<file path="src/rtl/musa_pkg.sv">
`default_nettype none
// +----------------------------------------------------------------------+
// | Package : musa_pkg                                                   |
// | Shared MUSA fetch-stage constants and types.                         |
// | Revision: 1.0                                                        |
// +----------------------------------------------------------------------+
package musa_pkg;
    localparam int PC_W       = 13;
    localparam int CALL_DEPTH = 8;

    typedef logic [PC_W-1:0] pc_t;

    // Width needed to count 0..depth inclusive.
    function automatic int lvl_width(input int depth);
        return $clog2(depth + 1);
    endfunction
endpackage
`default_nettype wire

</file>
<file path="src/rtl/call_stack_if.sv">
`default_nettype none
// +----------------------------------------------------------------------+
// | Interface : call_stack_if                                            |
// | Push/pop request and status bundle of the return-address stack.      |
// | Revision: 1.0                                                        |
// +----------------------------------------------------------------------+
interface call_stack_if
    import musa_pkg::*;
#(
    parameter int ADDR_W = PC_W,
    parameter int DEPTH  = CALL_DEPTH
) ();
    localparam int LVL_W = lvl_width(DEPTH);

    logic              push;
    logic [ADDR_W-1:0] push_addr;
    logic              pop;
    logic              err_clr;
    logic [ADDR_W-1:0] pop_addr;
    logic              pop_valid;
    logic [ADDR_W-1:0] top;
    logic [LVL_W-1:0]  level;
    logic              empty;
    logic              full;
    logic              overflow;
    logic              underflow;

    modport master (
        output push, push_addr, pop, err_clr,
        input  pop_addr, pop_valid, top, level, empty, full, overflow, underflow
    );

    modport slave (
        input  push, push_addr, pop, err_clr,
        output pop_addr, pop_valid, top, level, empty, full, overflow, underflow
    );
endinterface
`default_nettype wire

</file>
<file path="src/rtl/call_stack_ptr.sv">
`default_nettype none
// +----------------------------------------------------------------------+
// | Module  : call_stack_ptr                                             |
// | Modulo-DEPTH write pointer and level tracking for call_stack.        |
// | Revision: 1.0                                                        |
// +----------------------------------------------------------------------+
module call_stack_ptr
    import musa_pkg::*;
#(
    parameter int  DEPTH   = CALL_DEPTH,
    parameter bit  WRAP_EN = 1'b0,
    localparam int PTR_W   = $clog2(DEPTH),
    localparam int LVL_W   = lvl_width(DEPTH)
) (
    input  wire logic             clk,
    input  wire logic             reset,
    input  wire logic             push,
    input  wire logic             pop,
    input  wire logic             full,
    input  wire logic             empty,
    output logic      [PTR_W-1:0] wp,
    output logic      [PTR_W-1:0] top_idx,
    output logic      [LVL_W-1:0] level
);
    logic [PTR_W-1:0] wp_q, wp_d, wp_inc, wp_dec;
    logic [LVL_W-1:0] level_q, level_d;

    // DEPTH need not be a power of two, so wrap explicitly.
    assign wp_inc = (wp_q == PTR_W'(DEPTH - 1)) ? '0 : wp_q + PTR_W'(1);
    assign wp_dec = (wp_q == '0) ? PTR_W'(DEPTH - 1) : wp_q - PTR_W'(1);

    always_comb begin
        wp_d    = wp_q;
        level_d = level_q;
        if (push && !pop) begin
            if (!full) begin
                wp_d    = wp_inc;
                level_d = level_q + LVL_W'(1);
            end else if (WRAP_EN) begin
                wp_d = wp_inc;
            end
        end else if (pop && !push && !empty) begin
            wp_d    = wp_dec;
            level_d = level_q - LVL_W'(1);
        end
    end

    always_ff @(posedge clk or posedge reset) begin
        if (reset) begin
            wp_q    <= '0;
            level_q <= '0;
        end else begin
            wp_q    <= wp_d;
            level_q <= level_d;
        end
    end

    assign wp      = wp_q;
    assign top_idx = wp_dec;
    assign level   = level_q;
endmodule
`default_nettype wire

</file>
<file path="src/rtl/call_stack.sv">
`default_nettype none
// +----------------------------------------------------------------------+
// | Module  : call_stack                                                 |
// | Return-address stack with push/pop bypass and sticky error flags.    |
// | Define CALL_STACK_WRAP_EN to overwrite the oldest entry when full.   |
// | Revision: 1.0                                                        |
// +----------------------------------------------------------------------+
module call_stack
    import musa_pkg::*;
#(
    parameter int ADDR_W = PC_W,
    parameter int DEPTH  = CALL_DEPTH
) (
    input  wire logic     clk,
    input  wire logic     reset,
    call_stack_if.slave   bus
);
    localparam int PTR_W = $clog2(DEPTH);
    localparam int LVL_W = lvl_width(DEPTH);
`ifdef CALL_STACK_WRAP_EN
    localparam bit WRAP_EN = 1'b1;
`else
    localparam bit WRAP_EN = 1'b0;
`endif

    logic [ADDR_W-1:0] mem_q [DEPTH];
    logic [PTR_W-1:0]  wp, top_idx, mem_waddr;
    logic [LVL_W-1:0]  level;
    logic              empty, full, mem_we;
    logic [ADDR_W-1:0] pop_addr_q, pop_addr_d;
    logic              pop_valid_q, pop_valid_d;
    logic              overflow_q, overflow_d;
    logic              underflow_q, underflow_d;

    assign empty = (level == '0);
    assign full  = (level == LVL_W'(DEPTH));

    call_stack_ptr #(
        .DEPTH   (DEPTH),
        .WRAP_EN (WRAP_EN)
    ) u_ptr (
        .clk     (clk),
        .reset   (reset),
        .push    (bus.push),
        .pop     (bus.pop),
        .full    (full),
        .empty   (empty),
        .wp      (wp),
        .top_idx (top_idx),
        .level   (level)
    );

    // Return-then-call replaces the top entry in place.
    always_comb begin
        mem_we    = 1'b0;
        mem_waddr = wp;
        if (bus.push && bus.pop) begin
            mem_we    = !empty;
            mem_waddr = top_idx;
        end else if (bus.push) begin
            mem_we = !full || WRAP_EN;
        end
    end

    always_ff @(posedge clk) begin
        if (mem_we) begin
            mem_q[mem_waddr] <= bus.push_addr;
        end
    end

    always_comb begin
        pop_addr_d  = pop_addr_q;
        pop_valid_d = 1'b0;
        if (bus.pop) begin
            if (!empty) begin
                pop_addr_d  = mem_q[top_idx];
                pop_valid_d = 1'b1;
            end else if (bus.push) begin
                pop_addr_d  = bus.push_addr;
                pop_valid_d = 1'b1;
            end
        end
        // A new error wins over a same-cycle clear.
        overflow_d  = (bus.push && !bus.pop && full) ||
                      (overflow_q && !bus.err_clr);
        underflow_d = (bus.pop && !bus.push && empty) ||
                      (underflow_q && !bus.err_clr);
    end

    always_ff @(posedge clk or posedge reset) begin
        if (reset) begin
            pop_addr_q  <= '0;
            pop_valid_q <= 1'b0;
            overflow_q  <= 1'b0;
            underflow_q <= 1'b0;
        end else begin
            pop_addr_q  <= pop_addr_d;
            pop_valid_q <= pop_valid_d;
            overflow_q  <= overflow_d;
            underflow_q <= underflow_d;
        end
    end

    assign bus.pop_addr  = pop_addr_q;
    assign bus.pop_valid = pop_valid_q;
    assign bus.top       = mem_q[top_idx];
    assign bus.level     = level;
    assign bus.empty     = empty;
    assign bus.full      = full;
    assign bus.overflow  = overflow_q;
    assign bus.underflow = underflow_q;
endmodule
`default_nettype wire

</file>
<file path="src/flat_wrapper.sv">
// flat-port wrapper written by rule: the top's interface ports become plain ports
module call_stack_flat import musa_pkg::*;
#(
    parameter int ADDR_W = PC_W,
    parameter int DEPTH  = CALL_DEPTH
)
  (clk, reset, bus_push, bus_push_addr, bus_pop, bus_err_clr, bus_pop_addr, bus_pop_valid, bus_top, bus_level, bus_empty, bus_full, bus_overflow, bus_underflow);
  call_stack_if #(.ADDR_W(ADDR_W), .DEPTH(DEPTH)) bus_i ();
  input  wire logic clk;
  input  wire logic reset;
  input wire logic [$bits(bus_i.push)-1:0] bus_push;
  input wire logic [$bits(bus_i.push_addr)-1:0] bus_push_addr;
  input wire logic [$bits(bus_i.pop)-1:0] bus_pop;
  input wire logic [$bits(bus_i.err_clr)-1:0] bus_err_clr;
  output wire logic [$bits(bus_i.pop_addr)-1:0] bus_pop_addr;
  output wire logic [$bits(bus_i.pop_valid)-1:0] bus_pop_valid;
  output wire logic [$bits(bus_i.top)-1:0] bus_top;
  output wire logic [$bits(bus_i.level)-1:0] bus_level;
  output wire logic [$bits(bus_i.empty)-1:0] bus_empty;
  output wire logic [$bits(bus_i.full)-1:0] bus_full;
  output wire logic [$bits(bus_i.overflow)-1:0] bus_overflow;
  output wire logic [$bits(bus_i.underflow)-1:0] bus_underflow;
  assign bus_i.push = bus_push;
  assign bus_i.push_addr = bus_push_addr;
  assign bus_i.pop = bus_pop;
  assign bus_i.err_clr = bus_err_clr;
  assign bus_pop_addr = bus_i.pop_addr;
  assign bus_pop_valid = bus_i.pop_valid;
  assign bus_top = bus_i.top;
  assign bus_level = bus_i.level;
  assign bus_empty = bus_i.empty;
  assign bus_full = bus_i.full;
  assign bus_overflow = bus_i.overflow;
  assign bus_underflow = bus_i.underflow;
  call_stack #(.ADDR_W(ADDR_W), .DEPTH(DEPTH)) u_core (.clk(clk), .reset(reset), .bus(bus_i));
endmodule
</file>
<file path="config.mk">
export PLATFORM = sky130hd
export DESIGN_NAME = call_stack_flat
export DESIGN_NICKNAME = d
export VERILOG_FILES = /design/src/rtl/musa_pkg.sv /design/src/rtl/call_stack_if.sv /design/src/rtl/call_stack_ptr.sv /design/src/rtl/call_stack.sv /design/src/flat_wrapper.sv
export SDC_FILE = /design/constraint.sdc
export NUM_CORES = 1
export LEC_CHECK = 0
export BUFFER_PORTS_ARGS = -buffer_cell sky130_fd_sc_hd__buf_2
export CELL_PAD_IN_SITES_DETAIL_PLACEMENT = 2
export CELL_PAD_IN_SITES_GLOBAL_PLACEMENT = 2
export CORE_UTILIZATION = 42
export DETAILED_ROUTE_END_ITERATION = 7
export GPL_TIMING_DRIVEN = 0
export HOLD_SLACK_MARGIN = 0.05
export PLACE_DENSITY_LB_ADDON = 0.1
export SETUP_SLACK_MARGIN = 0.3
export SLEW_MARGIN = 20
export SYNTH_ARGS = -nofsm -noshare
export SYNTH_HDL_FRONTEND = slang
export SYNTH_SLANG_ARGS = --single-unit
export TNS_END_PERCENT = 50
</file>
<file path="constraint.sdc">
create_clock -name clk -period 3.2 [get_ports clk]
set_input_delay 0.16 -clock clk [delete_from_list [all_inputs] [get_ports clk]]
set_output_delay 0.16 -clock clk [all_outputs]
set_load 0.01 [all_outputs]
</file>
**Yosys cells after proc, flatten, opt, wreduce, memory -nomap -nowiden**

Memories as Yosys holds them, arrays and structs flattened.
Cells that the tools add are included.

- Register bits after elaboration: 23
- Output and inout port bits: 35
- RAM bits: 104
- Input bits: 18
- Logic and storage cells: 53
- Memories: 1

- Eq/ne operators: 4
- Reduce and logical (&&, ||, !) cells: 20
- Muxes and demuxes: 18
- Add/sub/neg operators: 4

Memory list:

| name | words | width | read ports | clocked after Yosys merged registers in | write ports | RTL line | text |
|---|---|---|---|---|---|---|---|
| u_core.mem_q | 8 | 13 | 1 | 0 | 1 | call_stack.sv:26 | `logic [ADDR_W-1:0] mem_q [DEPTH];` |

Operator list:

| cell | number |
|---|---|
| two-way mux 13 bit | 2 |
| two-way mux 3 bit | 6 |
| two-way mux 4 bit | 3 |
| logical AND 1 bit | 8 |
| two-way mux 1 bit | 7 |
| logical NOT 1 bit | 5 |
| adder 4 x 1 -> 4 bit, second input constant | 1 |
| == test 4 bit, second input constant | 1 |
| logical NOT 4 bit | 1 |
| inequality test 2 bit, second input constant | 2 |
| AND reduction 2 bit | 2 |
| subtractor 4 x 1 -> 4 bit, second input constant | 1 |
| adder 3 x 1 -> 3 bit, second input constant | 1 |
| == test 3 bit, second input constant | 1 |
| logical NOT 3 bit | 1 |
| subtractor 3 x 1 -> 3 bit, second input constant | 1 |
| logical OR 1 bit | 2 |
| nonzero test 2 bit | 1 |

**Depth between registers and ports, before layout**

- Depth in word-level cells: 6
- Gate-level depth with buffers: 9
- Depth with buffers taken out: 7

**By module**

From an unflattened synthesis, not the netlist that was laid out.

- Cells, all modules: 304
- Area total of the unflattened synthesis: 5411.4 µm²

Modules (own cells, without submodules):

| module | area an instance (µm²) | instances | cells an instance |
|---|---|---|---|
| call_stack | 4879.7 | 1 | 249 |
| call_stack_ptr | 531.8 | 1 | 55 |

**Least setup slack after synthesis**

No wires, ideal clock.

- Path kind: register -> register
- Start point: register u_core.u_ptr.wp_q[0] (netlist: u_core.u_ptr.wp[0])
- End point: memory u_core.mem_q[4][0] in the netlist's numbering, enable pin
- Arrival time: 2.462 ns
- Path buffers: 2
- Required time: 2.818 ns
- Setup slack: 0.355 ns
- Stages on the path, launching flop included: 9
- Library setup time: 0.382 ns
- Cells stage by stage: dfrtp_1 -> buf_2 -> inv_1 -> ha_1 -> clkbuf_1 -> and2_1 -> o21ai_0 -> or2_2 -> nor2_1

- Word-level cells in the longest chain between the ends: 3
- Elaborated cells on any way between the ends: 4
- Classes of those cells: add/sub (1); mux (2); reduce/logical (1)

Ends and longest elaborated chain:

| item | RTL line | text |
|---|---|---|
| start, declared | call_stack_ptr.sv:25 | `logic [PTR_W-1:0] wp_q, wp_d, wp_inc, wp_dec;` |
| start signal, assigned | call_stack_ptr.sv:53 | `wp_q <= wp_d;` |
| subtractor 3 x 1 -> 3 bit or logical NOT 3 bit (tied branches) | call_stack_ptr.sv:30 | `assign wp_dec = (wp_q == '0) ? PTR_W'(DEPTH - 1) : wp_q - PTR_W'(1);` |
| two-way mux 3 bit | call_stack_ptr.sv:30 |  |
| two-way mux 3 bit * | call_stack.sv:57 | `if (bus.push && bus.pop) begin` |
| end, declared | call_stack.sv:26 |  |

Mark *: on every way between the ends. The rest lies on a longest branch, timed or not.

**Final worst setup path**

- Start point: register u_core.u_ptr.wp_q[0] (netlist: u_core.u_ptr.wp[0])
- End point: output bus_top[12]

- Word-level cells in the longest chain between the ends: 3
- Elaborated cells on any way between the ends: 4
- Classes of those cells: add/sub (1); mux (1); reduce/logical (1); memory (1)

Ends and longest elaborated chain:

| item | RTL line | text |
|---|---|---|
| subtractor 3 x 1 -> 3 bit or logical NOT 3 bit (tied branches) | call_stack_ptr.sv:30 |  |
| two-way mux 3 bit * | call_stack_ptr.sv:30 |  |
| memory read (8 x 13 bit) * | - |  |
| end, declared | flat_wrapper.sv:17 | `output wire logic [$bits(bus_i.top)-1:0] bus_top;` |

Marks and branches as above.

==> flow_metrics.tcl <==
set metrics [dict create \
    slew_violations 0 \
    synth_compound_area_share_pct 13.47 \
    synth-simple-area-share_pct 7.164 \
    hold_start "bus_push_addr[4]" \
    routed_via_density 5.824 \
    first_pass_iters 5 \
    io_buffers 51 \
    fin_util_pct 54.52 \
    worstRegToRegCells 10 \
    ys_seq_elements 127 \
    synth_cells 368 \
    worstReg2RegStart "u_core.u_ptr.wp[0]" \
    drtIter0Drc 260 \
    worst_pin_slew_ns 0.9767 \
    synth_enable_flop_cells 104 \
    synth_mux_area_share_pct 6.051 \
    layout_commonest_cell "edfxtp_1" \
    dpl.hpwl_mm 11.05 \
    crit_path_end_kind "output port" \
    synth-main-ff-cell "edfxtp_1" \
    cpPeakStageDelay_ns 0.40 \
    fin_nets 492 \
    hold_path_depth 1 \
    period_share_pct 87.24 \
    clockBufferDepth 2 \
    dpl_cell_area_um2 5962 \
    globalplace.congestion 0.7715 \
    cts_root_buffer "clkbuf_16" \
    dieWidth_um 115.4 \
    cap_violations 0 \
    fin_skew_ns 0.009535 \
    grt_setup_unrepaired "no" \
    critPathBufInv 4 \
    power_density_nw_per_um2 1168 \
    critPathKind "reg2out" \
    final_hold_viol_count 0 \
    hold_path_class "in2reg" \
    synthTopCellsByArea "edfxtp_1 (58%), dfrtp_1 (11%), mux2i_1 (5.0%)" \
    ios 53 \
    power_leakage_nw 2.688 \
    cts_tree "done" \
    avgSynthCellArea_um2 14.66 \
    synth_xor_area_share_pct 0.4869 \
    slew_headroom_pct 34.89 \
    critPathLaunchType "flip-flop" \
    slowest_stage "dfrtp_1" \
    place_inst 596 \
    layout_common_cells "edfxtp_1 (104), buf_2 (54), mux2i_1 (26)" \
    cp_max_fo 10 \
    max_freq_mhz 358.2 \
    synth_top_area_cell "edfxtp_1" \
    r2r_slack_ns 0.41 \
    diodes 0 \
    synthToLayoutAreaGrowth_pct 26.99 \
    vdd_drop_max_v 0.0004259 \
    setup_viol 0 \
    grt_first_pass_wirelength_mm 26.87 \
    ys_types 47 \
    nFillCells 1149 \
    period_minus_slack_ns 2.792 \
    ys_seq_area_share_pct 68.54 \
    synth_fa_ha_area_share_pct 1.762 \
    final_layout_size_suffix_gt1_share_pct 28.13 \
    yosys_warnings 0 \
    gr-total-overflow 0 \
    worst_ep_required_time_ns 3.04 \
    dieArea_um2 13310 \
    initial_utilization_pct 42.94 \
    avgRoutedWirePerCell_um 28.31 \
    syn_area_um2 5396 \
    routed_wl_mm 18.46 \
    clk_latency_ns 0.42 \
    synthArstFlopShare_pct 18.11 \
    core_um2 12570 \
    finalInstanceArea_um2 6853 \
    outcome "finished, final reports clean" \
    cp_data_arrival_time_ns 2.63 \
    hold_end "u_core.mem_q[4][4]" \
    rows 41 \
    grt_max_degree 24 \
    post-route-drc-count 0 \
    r2r_end "u_core.mem_q[7][7]" \
    stdcell_count 652 \
    cpLargestDelayFamily "buffers and inverters" \
    synth_nets 393 \
    htree_num_levels 4 \
    clk_pin_slew_ns 0.06 \
    grt_pass1_vias 4122 \
    cts.sinks 127 \
    vias 3797 \
    path_cells "buf_6 > clkinvlp_4 > ha_4 > nand2b_1 > clkbuf_8 > a31oi_1 > o221ai_1 > mux2i_2 > buf_2" \
    synth_top_family_by_area "compound AO/OA/AOI/OAI gates" \
    antenna_found_initial 0 \
    antenna_left 0 \
    cts_made_buffers 17 \
    synth_top_area_share_pct 57.87 \
    track_usage_pct 29.88 \
    dieHeight_um 115.4 \
]
==> what timing repair did <==
| action | 4_1_cts | 5_1_grt |
|---|---|---|
| buffers inserted | 6 | 8 |
| pin swaps | 5 | 4 |
| hold endpoints to repair | 89 | 0 |
| setup endpoints to repair | 130 | 55 |
| cloned | 0 | 0 |
| gates resized for setup | 37 | 8 |
| hold buffers | 10 | 0 |
==> report_power, final <==
group	leakage (nW)	switching (W)	internal, W
Sequential	1.22	0.000171	0.00213
Clock	0.249	0.000693	0.00105
Combinational	1.22	0.00234	0.00162
==> worst reg2reg max path, stage by stage, from the launching register on <==
cell and delay (ns):
dfrtp_1 0.40, buf_6 0.14, clkinvlp_4 0.12, ha_4 0.18, nand2b_1 0.17, clkbuf_8 0.25
nand2_1 0.16, a22o_1 0.19, nand2_1 0.29, nor2_4 0.40, buf_8 0.20
==> logic make-up (layout without fill, tap and decap cells) <==
kind of cell,after synthesis,after routing
mux,32,32
fa+ha+maj,7,7
xor+xnor,3,3
buf+inv,32,144
flops,127,127
simple gates,74,74
compound gates,93,93
==> flip-flops by register name, summed over array words and instances, names as in the netlist <==
name                  cells
u_core.mem_q            104
u_core.u_ptr.level        4
u_core.bus.underflow      1
u_core.bus.pop_valid      1
u_core.bus.pop_addr      13
u_core.u_ptr.wp           3
u_core.bus.overflow       1
==> worst max path at each step <==
stage / startpoint / to / slack [ns] / depth (start not counted)
detailed placement: u_core.u_ptr.wp[0] / u_core.mem_q[0][11] / -0.35 / 9
floorplan: u_core.u_ptr.wp[0] / u_core.mem_q[4][0] / 0.36 / 8
finish: u_core.u_ptr.wp[0] / bus_top[12] / 0.41 / 9
CTS: u_core.u_ptr.wp[0] / bus_top[12] / 0.29 / 9
global placement: u_core.u_ptr.wp[0] / u_core.mem_q[4][0] / -0.86 / 9
global route: u_core.u_ptr.wp[0] / bus_top[8] / 0.33 / 9
==> area by class of cell <==
cell class                      instances  area, um2  area share (%)
Sequential cell                       127       3699           53.97
Inverter                               11      45.04          0.6573
Buffer                                 21      170.2           2.483
Multi-Input combinational cell        209       1660           24.23
Clock inverter                         10      71.32           1.041
Clock buffer                           22      444.2           6.482
Tap cell                              172      215.2           3.140
Timing Repair Buffer                   80      548.0           7.997
==> synthesized netlist by cell type, types with 2 or more instances <==
master     number
a21o_1         12
o2bb2ai_1      13
ha_1            6
a31oi_1         2
clkbuf_1       12
a221o_1        13
and3_1         24
nand2b_1        4
o221ai_1        2
o21ai_0        15
buf_2           7
nand2_1        13
o22ai_1         2
nand3_1         3
a21oi_1         3
o211ai_1       11
mux2_2          5
o22a_1         11
inv_1          10
mux2i_1        27
nor2_1         19
xor2_1          2
nor2b_1         3
dfrtp_1        23
edfxtp_1      104
==> layer usage <==
layer	vias up	global-route usage, %	wire [um]
met5	-	0	0
met4	0	13.59	630
met3	39	6.958	943
li1	1644	-	-
met1	1977	36.36	7293
met2	137	50.50	9592
==> metrics by stage <==
| step | setup WS (ns) | power [W] | hold slack (ns) | setup TNS [ns] |
|---|---|---|---|---|
| after global routing | 0.3267 | 0.008360 | 0.05431 | 0 |
| final | 0.4082 | 0.008005 | 0.06103 | 0 |
| after detailed placement | -0.3524 | 0.005680 | 0.2878 | -18.25 |
| after global placement | -0.8563 | 0.005409 | 0.3609 | -64.10 |
| after floorplan | 0.3555 | 0.004302 | 0.1619 | 0 |
| after CTS | 0.2866 | 0.007761 | 0.05395 | 0 |
No activity file was read; power rests on OpenSTA's default activity.
